`src/rtl/fetch_unit_pkg.sv`:
```
// Shared constants and types for the instruction fetch stage.
package fetch_unit_pkg;

  // Instruction-memory word-address width (1024-word memory).
  localparam int PC_WIDTH = 10;

  // Default instruction width.
  localparam int INST_WIDTH = 32;

  // Canonical no-op (addi x0, x0, 0) for downstream bubble insertion.
  localparam logic [31:0] INST_NOP = 32'h0000_0013;

  // Word address loaded into the PC on reset unless overridden.
  localparam int unsigned RESET_PC_DEFAULT = 0;

  // Fetch FSM encodings.
  localparam logic [1:0] FETCH_S_BOOT = 2'd0;
  localparam logic [1:0] FETCH_S_RUN  = 2'd1;
  localparam logic [1:0] FETCH_S_HALT = 2'd2;

  typedef enum logic [1:0] {
    S_BOOT = FETCH_S_BOOT,
    S_RUN  = FETCH_S_RUN,
    S_HALT = FETCH_S_HALT
  } fetch_state_e;

  // Increment that sticks at all-ones instead of wrapping.
  function automatic logic [31:0] sat_inc32(input logic [31:0] v);
    return (v == 32'hFFFF_FFFF) ? v : v + 32'd1;
  endfunction

endpackage

```
`src/rtl/fetch_unit_if.sv`:
```
// IF/ID valid/ready channel between fetch (master) and decode (slave).
interface fetch_unit_if #(
  parameter int PC_W   = fetch_unit_pkg::PC_WIDTH,
  parameter int INST_W = fetch_unit_pkg::INST_WIDTH
);
  logic              id_valid;
  logic              id_ready;
  logic [PC_W-1:0]   id_pc;
  logic [INST_W-1:0] id_inst;

  modport master (output id_valid, output id_pc, output id_inst, input id_ready);
  modport slave  (input id_valid, input id_pc, input id_inst, output id_ready);
endinterface

```
`src/rtl/fetch_unit.sv`:
```
// Instruction fetch stage: owns the PC, reads the instruction memory
// combinationally and registers {pc, inst} into the IF/ID stage.
module fetch_unit
  import fetch_unit_pkg::*;
#(
  parameter int unsigned RESET_PC = RESET_PC_DEFAULT,
  parameter int          PC_W     = PC_WIDTH,
  parameter int          INST_W   = INST_WIDTH
) (
  input  logic              clk,
  input  logic              rst_n,
  output logic              imem_re,
  output logic [PC_W-1:0]   imem_addr,
  input  logic [INST_W-1:0] imem_rdata,
  input  logic              redirect_valid,
  input  logic [PC_W-1:0]   redirect_pc,
  input  logic              halt_req,
  fetch_unit_if.master      id_bus,
  output logic              halted,
  output logic [31:0]       fetch_count
);

  fetch_state_e      state_q, state_d;
  logic [PC_W-1:0]   pc_q, pc_d;
  logic              id_valid_q, id_valid_d;
  logic [PC_W-1:0]   id_pc_q, id_pc_d;
  logic [INST_W-1:0] id_inst_q, id_inst_d;
  logic [31:0]       count_q, count_d;
  logic              halted_q, halted_d;
  logic              fire;

  // A fetch fires only when running, not stalled by halt or redirect,
  // and the IF/ID slot is empty or being consumed this cycle.
  assign fire = (state_q == S_RUN) && !halt_req && !redirect_valid &&
                (!id_valid_q || id_bus.id_ready);

  assign imem_re         = fire;
  assign imem_addr       = pc_q;
  assign id_bus.id_valid = id_valid_q;
  assign id_bus.id_pc    = id_pc_q;
  assign id_bus.id_inst  = id_inst_q;
  assign halted          = halted_q;
  assign fetch_count     = count_q;

  // FSM next state; a redirect freezes the state in every state.
  always_comb begin
    state_d = state_q;
    if (!redirect_valid) begin
      unique case (state_q)
        S_BOOT:  state_d = halt_req ? S_HALT : S_RUN;
        S_RUN:   if (halt_req) state_d = S_HALT;
        S_HALT:  if (!halt_req) state_d = S_RUN;
        default: state_d = S_BOOT;
      endcase
    end
    halted_d = (state_d == S_HALT);
  end

  // PC, IF/ID register and fetch counter next values: redirect flushes,
  // fire loads a new entry, otherwise a consumed entry drains.
  always_comb begin
    pc_d       = pc_q;
    id_valid_d = id_valid_q;
    id_pc_d    = id_pc_q;
    id_inst_d  = id_inst_q;
    count_d    = count_q;
    if (redirect_valid) begin
      pc_d       = redirect_pc;
      id_valid_d = 1'b0;
    end else if (fire) begin
      id_inst_d  = imem_rdata;
      id_pc_d    = pc_q;
      id_valid_d = 1'b1;
      pc_d       = pc_q + PC_W'(1);
      count_d    = sat_inc32(count_q);
    end else if (id_bus.id_ready) begin
      id_valid_d = 1'b0;
    end
  end

  // State registers with synchronous active-low reset.
  always_ff @(posedge clk) begin
    if (!rst_n) begin
      state_q    <= S_BOOT;
      pc_q       <= PC_W'(RESET_PC);
      id_valid_q <= 1'b0;
      id_pc_q    <= '0;
      id_inst_q  <= '0;
      count_q    <= 32'd0;
      halted_q   <= 1'b0;
    end else begin
      state_q    <= state_d;
      pc_q       <= pc_d;
      id_valid_q <= id_valid_d;
      id_pc_q    <= id_pc_d;
      id_inst_q  <= id_inst_d;
      count_q    <= count_d;
      halted_q   <= halted_d;
    end
  end

endmodule

```
`src/flat_wrapper.sv`:
```
// flat-port wrapper written by rule: the top's interface ports become plain ports
module fetch_unit_flat import fetch_unit_pkg::*;
#(
  parameter int unsigned RESET_PC = RESET_PC_DEFAULT,
  parameter int          PC_W     = PC_WIDTH,
  parameter int          INST_W   = INST_WIDTH
)
  (clk, rst_n, imem_re, imem_addr, imem_rdata, redirect_valid, redirect_pc, halt_req, halted, fetch_count, id_bus_id_valid, id_bus_id_pc, id_bus_id_inst, id_bus_id_ready);
  fetch_unit_if #(.PC_W(PC_W), .INST_W(INST_W)) id_bus_i ();
  input  logic clk;
  input  logic rst_n;
  output logic imem_re;
  output logic [PC_W-1:0] imem_addr;
  input  logic [INST_W-1:0] imem_rdata;
  input  logic redirect_valid;
  input  logic [PC_W-1:0] redirect_pc;
  input  logic halt_req;
  output logic halted;
  output logic [31:0] fetch_count;
  output wire logic [$bits(id_bus_i.id_valid)-1:0] id_bus_id_valid;
  output wire logic [$bits(id_bus_i.id_pc)-1:0] id_bus_id_pc;
  output wire logic [$bits(id_bus_i.id_inst)-1:0] id_bus_id_inst;
  input wire logic [$bits(id_bus_i.id_ready)-1:0] id_bus_id_ready;
  assign id_bus_id_valid = id_bus_i.id_valid;
  assign id_bus_id_pc = id_bus_i.id_pc;
  assign id_bus_id_inst = id_bus_i.id_inst;
  assign id_bus_i.id_ready = id_bus_id_ready;
  fetch_unit #(.RESET_PC(RESET_PC), .PC_W(PC_W), .INST_W(INST_W)) u_core (.clk(clk), .rst_n(rst_n), .imem_re(imem_re), .imem_addr(imem_addr), .imem_rdata(imem_rdata), .redirect_valid(redirect_valid), .redirect_pc(redirect_pc), .halt_req(halt_req), .id_bus(id_bus_i), .halted(halted), .fetch_count(fetch_count));
endmodule
```
`config.mk`:
```
export PLATFORM = sky130hd
export DESIGN_NAME = fetch_unit_flat
export DESIGN_NICKNAME = d
export VERILOG_FILES = /design/src/rtl/fetch_unit_pkg.sv /design/src/rtl/fetch_unit_if.sv /design/src/rtl/fetch_unit.sv /design/src/flat_wrapper.sv
export SDC_FILE = /design/constraint.sdc
export NUM_CORES = 1
export LEC_CHECK = 0
export CAP_MARGIN = 20
export CORE_UTILIZATION = 35
export DETAILED_ROUTE_END_ITERATION = 7
export PLACE_DENSITY = 0.69
export SYNTH_ARGS = -nofsm -noshare
export SYNTH_HDL_FRONTEND = slang
export SYNTH_SLANG_ARGS = --single-unit
```
`constraint.sdc`:
```
create_clock -name clk -period 5.77 [get_ports clk]
set_input_delay 1.154 -clock clk [delete_from_list [all_inputs] [get_ports clk]]
set_output_delay 1.154 -clock clk [all_outputs]
set_load 0.02 [all_outputs]
```
# Word-level counts from Yosys, hierarchy flattened
# Index checks and enable logic that the tools add are counted.
# op_classes
addsub	2
n_mul	0
div_mod_pow	0
order_cmp	0
n_eq_ne	4
shifts	0
mux	9
bitwise_logic	3
reduce_logical	13
# op_table
operator	count
$add 32x1->32 const B	1
$eq 32x32->1 const B	1
$mux 10	2
$add 10x1->10 const B	1
$mux 2	4
$pmux 2 s3	1
$eq 2x2->1 const B	2
$reduce_bool 2->1	2
$logic_and 1x1->1	3
$logic_not 1->1	3
$not 1->1	3
$reduce_and 3->1	1
$eq 2x1->1 const B	1
$logic_not 2->1	1
$mux 1	2
$reduce_and 2->1	1
$reduce_or 2->1	1
$logic_or 1x1->1	1
# word_totals
register_bits	88
latchBits	0
mem_bits_rw	0
rom_bits	0
input_bits	47
output_inout_bits	87
n_memories	0

# Depth between registers and ports, before layout
# Gate-level depths: netlist of run 1.
# depth
ltp_word	6
ltp_mapped	8

# Worst setup path before layout of run 1
# No wires, ideal clock.
# synth_path
kind	in2out
startpoint	in redirect_valid
endpoint	out imem_re
t_arrival_ps	2328
required_time_ps	4616
setup_slack_ps	2288
path_stages	5
n_path_buf	2
cell_sequence	buf_2 > nor4b_4 > nand2_1 > clkinv_1 > clkbuf_1
# synth_via
elab_chain_len	3
# synth_rtl
item	line	text
from (decl)	flat_wrapper.sv:15	input logic redirect_valid;
$logic_not 1->1	fetch_unit.sv:34	assign fire = (state_q == S_RUN) && !halt_req && !redirect_valid &&
$logic_and 1x1->1 (2 in a row)	fetch_unit.sv:34	
to (decl)	flat_wrapper.sv:12	output logic imem_re;
# Every way passes these cells.

# Worst setup path after layout of run 1
# Same ends and word-level chain as after synthesis.

==> results.yml, run 1 <==
global_route:
  grt_max_degree: 62
  antenna_found_initial: 0
  grt_overflow: 0
  grt_first_pass_wirelength_mm: 16.9
  grtUsageTotal: 0.189
  grt_pass1_vias: 3447
routing:
  drc: 0
  vias: 3780
  routedWlPerCell_um: 14.6
  drt-initial-drc-count: 182
  via_per_inst: 5.24
  drtAntennaViolNets: 0
  routed_wl_mm: 10.6
  firstDrtPassIters: 6
sta:
  finalCritPeriodShare: 0.768
  rsz0062_at_grt: "no"
  fin_worst_skew_ns: 0.00841
  hold_violations: 0
  tns_ns: 0
  worst_hold_slack_ns: 0.458
  fin_crit_ns: 4.43
  tightest_slew_ns: 0.683
  drv_slew: 0
  setup_viol: 0
  slew_headroom: 0.543
  max_freq_ghz: 0.226
floorplanning:
  row_count: 37
  pin_count: 134
  die_h_um: 106
  start_util: 0.363
  core_um2: 10400
  die_w_um: 106
  dieArea_um2: 11200
synthesis:
  yosysUniqueCellTypes: 50
  ys.flop_type: "dfxtp_1"
  synth_top_area_frac: 0.468
  synthArstFlopShare: 0
  syn-num-nets: 513
  yosys_warnings: 0
  syn_area_per_cell_um2: 8.11
  synth_top_area_cell: "dfxtp_1"
  netlist_top_cells_area: "dfxtp_1 (47%), nand2_1 (11%), a21oi_1 (9.7%)"
  syn_area_um2: 3760
  synth-seq-cells: 88
  synth_common_cells: "nand2_1 (110), dfxtp_1 (88), a21oi_1 (73)"
  yosysSeqAreaShare: 0.468
  netlist_instances: 464
  synth-edff-count: 0
  synth_most_common_cell: "nand2_1"
setup_path:
  cp.required_ns: 4.62
  critPathCaptureType: "output port"
  cp-start-kind: "input port"
  path_max_fanout: 17
  arrival_ns: 3.27
  critPathKind: "input port to output port"
  rr_worst_depth: 5
job:
  drv_cap: 0
status:
  status: "finished, final reports clean"
clock_tree:
  post_cts_resized: 0
  h-tree-depth: 3
  cts.path.max_buffers: 2
  ctsRootBufferMaster: "clkbuf_8"
  post_cts_buffers: 0
  cts.sinks: 88
  tritoncts.num_buffers: 9
  path_clk_slew_ns: 0.09
  clock_latency_ns: 0.35
  hold_buffers: 0
  cts_tree: "yes"
placement:
  io_buffers: 133
  place_hpwl_mm: 7.29
  place_congestion: 0.790
  placedCellCount: 707
cells_and_area:
  nFillCells: 1017
  drive_gt1_frac: 0.0512
  final_net_count: 631
  antennaDiodeCount: 0
  area_growth_pct: 42.7
  final_cells: 722
power:
  p_leak_nw: 1.71
  powerDensity_nw_per_um2: 222
  irDropWorstVdd_mv: 0.103
worst_hold_path:
  hold_path.class: "register to register"
  worstHoldPathCells: 2
==> final cells by class <==
cell class / count / area [µm²] / area share
Inverter: 5 / 18.8 / 0.00350
Sequential cell: 88 / 1760 / 0.328
Clock buffer: 9 / 124 / 0.0231
Clock inverter: 6 / 93.8 / 0.0175
Multi-Input combinational cell: 342 / 1850 / 0.344
Timing Repair Buffer: 136 / 1350 / 0.252
Tap cell: 136 / 170 / 0.0317
==> power breakdown <==
group	internal, mW	switching, mW	leakage (nW)
clock	0.245	0.224	0.106
combinational	0.0515	0.0452	0.892
sequential	0.616	0.0101	0.712
total	0.912	0.279	1.71
==> worst paths after layout <==
path                                                     startpoint                                   to  slack (ns)
worst min-delay path            u_core.id_bus.id_pc[4]$_SDFFE_PN0P_  u_core.id_bus.id_pc[4]$_SDFFE_PN0P_        0.46
worst max-delay path                                 redirect_valid                              imem_re        1.34
worst max register to register         u_core.state_q[1]$_SDFF_PN0_  u_core.fetch_count[27]$_SDFFE_PN0P_        3.45
worst min register to register  u_core.id_bus.id_pc[4]$_SDFFE_PN0P_  u_core.id_bus.id_pc[4]$_SDFFE_PN0P_        0.46
==> worst max-delay path, stage by stage <==
cell and delay, ns:
clkdlybuf4s50_1 0.76, nor4b_4 0.54, nand2_2 0.11, clkinv_1 0.08, clkdlybuf4s50_1 0.62
==> flip-flops by register name, indices dropped and copies added (netlist names) <==
signal / cells
u_core.fetch_count: 32
u_core.id_bus.id_valid: 1
u_core.id_bus.id_pc: 10
u_core.imem_addr: 10
u_core.state_q: 2
u_core.id_bus.id_inst: 32
u_core.halted: 1
==> placed cells by master, fill, tap and decap left out, types with 3 or more instances in the layout <==
master and instances:
xor2_1 3, a222oi_1 3, and3_1 4, dfxtp_1 88, clkdlybuf4s50_1 133, or3_1 11, nand3_1 10, buf_4 3
o31ai_1 10, a21oi_1 73, nand2b_1 3, clkbuf_8 9, xnor2_1 5, inv_1 3, nand4_1 10, nor4_1 4
o21ai_0 20, nor2_1 23, nor3b_1 4, nor3_1 4, or4_1 11, and4_1 3, nand2_1 109
==> cells by family (layout without fill, tap and decap cells) <==
kind of cell | count (synthesis) | in the layout | synth area share
simple gates | 209 | 209 | 0.276
compound gates | 121 | 121 | 0.183
flops | 88 | 88 | 0.468
buf+inv | 34 | 156 | 0.0412
xor+xnor | 8 | 8 | 0.0186
fa+ha+maj | 2 | 2 | 0.00665
mux | 2 | 2 | 0.00566
==> routing by layer <==
metal	share of wire	global-route usage
met5	0	0
met4	0.015	0.0714
met3	0.061	0.0470
met2	0.49	0.318
met1	0.43	0.233
==> through the flow <==
step	instance area, µm²	utilization	worst slack [ns]	total power [mW]
final	5370	0.518	1.34	1.19
after global routing	5370	0.518	1.23	1.24
after CTS	5370	0.518	1.38	1.20
after detailed placement	5150	0.497	1.40	0.736
after global placement	5150	0.497	1.39	0.735
after floorplan	3760	-	2.29	0.679
Power figures use the tool's default switching activity.
==> inputs of run 2 (changes only) <==
- PLACE_DENSITY: 0.69 -> 0.71
- clock period: 5.77 -> 3.75 ns (I/O delays scaled with it)
==> results.yml, run 2 (same netlist as run 1, synthesis figures left out) <==
setup_path:
  path_max_fanout: 5
  r2r_slack_ns: 1.39
  cp.required_ns: 3.00
  arrival_ns: 2.61
  critPathLaunch: "halt_req"
  critPathCaptureType: "output port"
  endpoint: "imem_re"
  rr_worst_depth: 5
  reg2reg_from: "u_core.state_q[1]$_SDFF_PN0_"
  cp-start-kind: "input port"
  r2r_end: "u_core.fetch_count[31]$_SDFFE_PN0P_"
  critPathKind: "input port to output port"
clock_tree:
  ctsRootBufferMaster: "clkbuf_8"
  tritoncts.num_buffers: 9
  cts_tree: "yes"
  clock_latency_ns: 0.36
  post_cts_resized: 0
  path_clk_slew_ns: 0.09
  post_cts_buffers: 0
  hold_buffers: 0
  h-tree-depth: 3
  cts.path.max_buffers: 2
  cts.sinks: 88
floorplanning:
  die_w_um: 106
  pin_count: 134
  die_h_um: 106
  core_um2: 10400
  dieArea_um2: 11200
  row_count: 37
  start_util: 0.363
placement:
  placedCellCount: 708
  io_buffers: 133
  place_congestion: 0.759
  place_hpwl_mm: 7.34
sta:
  tightest_slew_ns: 0.809
  finalCritPeriodShare: 0.897
  tns_ns: 0
  rsz0062_at_grt: "no"
  slew_headroom: 0.460
  fin_worst_skew_ns: 0.0150
  setup_viol: 0
  fin_crit_ns: 3.36
  hold_violations: 0
  max_freq_ghz: 0.297
  drv_slew: 0
global_route:
  use_met1: 0.234
  grt_max_degree: 62
  grt_first_pass_wirelength_mm: 17.0
  grt.busiest_layer: "met2"
  grtUsageTotal: 0.189
  grtUsageMet2: 0.317
  grt_pass1_vias: 3516
  met3_usage: 0.0359
  grt_overflow: 0
  antenna_found_initial: 0
power:
  irDropWorstVdd_mv: 0.189
  powerDensity_nw_per_um2: 342
  p_leak_nw: 1.72
  power_mw: 1.84
routing:
  firstDrtPassIters: 4
  vias: 3808
  routed_wl_mm: 10.7
  routedWlPerCell_um: 14.7
  drt-initial-drc-count: 220
  drc: 0
  via_per_inst: 5.27
  drtAntennaViolNets: 0
cells_and_area:
  drive_gt1_frac: 0.0528
  final_common_cell: "clkdlybuf4s50_1"
  final_cell_mix: "clkdlybuf4s50_1 (133), nand2_1 (109), dfxtp_1 (88)"
  antennaDiodeCount: 0
  multiInputGateArea_um2: 1850
  area_growth_pct: 43.2
  nFillCells: 1013
  regArea_um2: 1760
  final_cells: 723
  final_net_count: 632
job:
  drv_cap: 0
worst_hold_path:
  hold_path.class: "register to register"
status:
  status: "finished, final reports clean"
run 2: per-stage QoR:
| step | instance area [µm²] | hold slack, ns | utilization | setup WS (ns) |
|---|---|---|---|---|
| floorplan | 3760 | 0.531 | - | 1.08 |
| CTS | 5390 | 0.460 | 0.519 | 0.399 |
| detailed placement | 5170 | 0.447 | 0.499 | 0.414 |
| finish | 5390 | 0.455 | 0.519 | 0.387 |
| global placement | 5170 | 0.442 | 0.499 | 0.411 |
| global route | 5390 | 0.479 | 0.519 | 0.273 |
run 2: worst min path at each step:
stage                                                       from                                      to  slack [ns]  cells after the start
final                     u_core.id_bus.id_inst[17]$_SDFFE_PN0P_  u_core.id_bus.id_inst[17]$_SDFFE_PN0P_        0.45                      2
after global routing      u_core.id_bus.id_inst[11]$_SDFFE_PN0P_  u_core.id_bus.id_inst[11]$_SDFFE_PN0P_        0.48                      2
after CTS                    u_core.id_bus.id_pc[4]$_SDFFE_PN0P_     u_core.id_bus.id_pc[4]$_SDFFE_PN0P_        0.46                      2
after detailed placement     u_core.id_bus.id_pc[4]$_SDFFE_PN0P_     u_core.id_bus.id_pc[4]$_SDFFE_PN0P_        0.45                      2
after global placement    u_core.id_bus.id_inst[24]$_SDFFE_PN0P_  u_core.id_bus.id_inst[24]$_SDFFE_PN0P_        0.44                      2
after floorplan                     u_core.state_q[0]$_SDFF_PN0_            u_core.state_q[0]$_SDFF_PN0_        0.53                      2
run 2: routing by layer:
metal	vias to the layer above	wire length, µm
li1	1882	-
met1	1807	4630
met2	105	5280
met3	14	540
met4	0	199
met5	-	0
run 2: cell type report:
class | count | share of cell area
clock buffers | 9 | 0.0230
clock inverters | 6 | 0.0170
inverters | 5 | 0.00348
multi-input cells | 342 | 0.343
flip-flops and latches | 88 | 0.327
well taps | 136 | 0.0316
repair buffers | 137 | 0.255
run 2: where the power goes:
part | internal (mW) | switching (mW) | total, mW
Clock | 0.377 | 0.350 | 0.726
Sequential | 0.948 | 0.0147 | 0.962
Combinational | 0.0814 | 0.0702 | 0.152
Total | 1.41 | 0.435 | 1.84
run 2: worst max-delay path, cell delays in order:
cell	delay (ns)
clkdlybuf4s50_1	0.51
nor4b_4	0.52
nand2_2	0.11
clkinv_1	0.08
clkdlybuf4s50_1	0.63
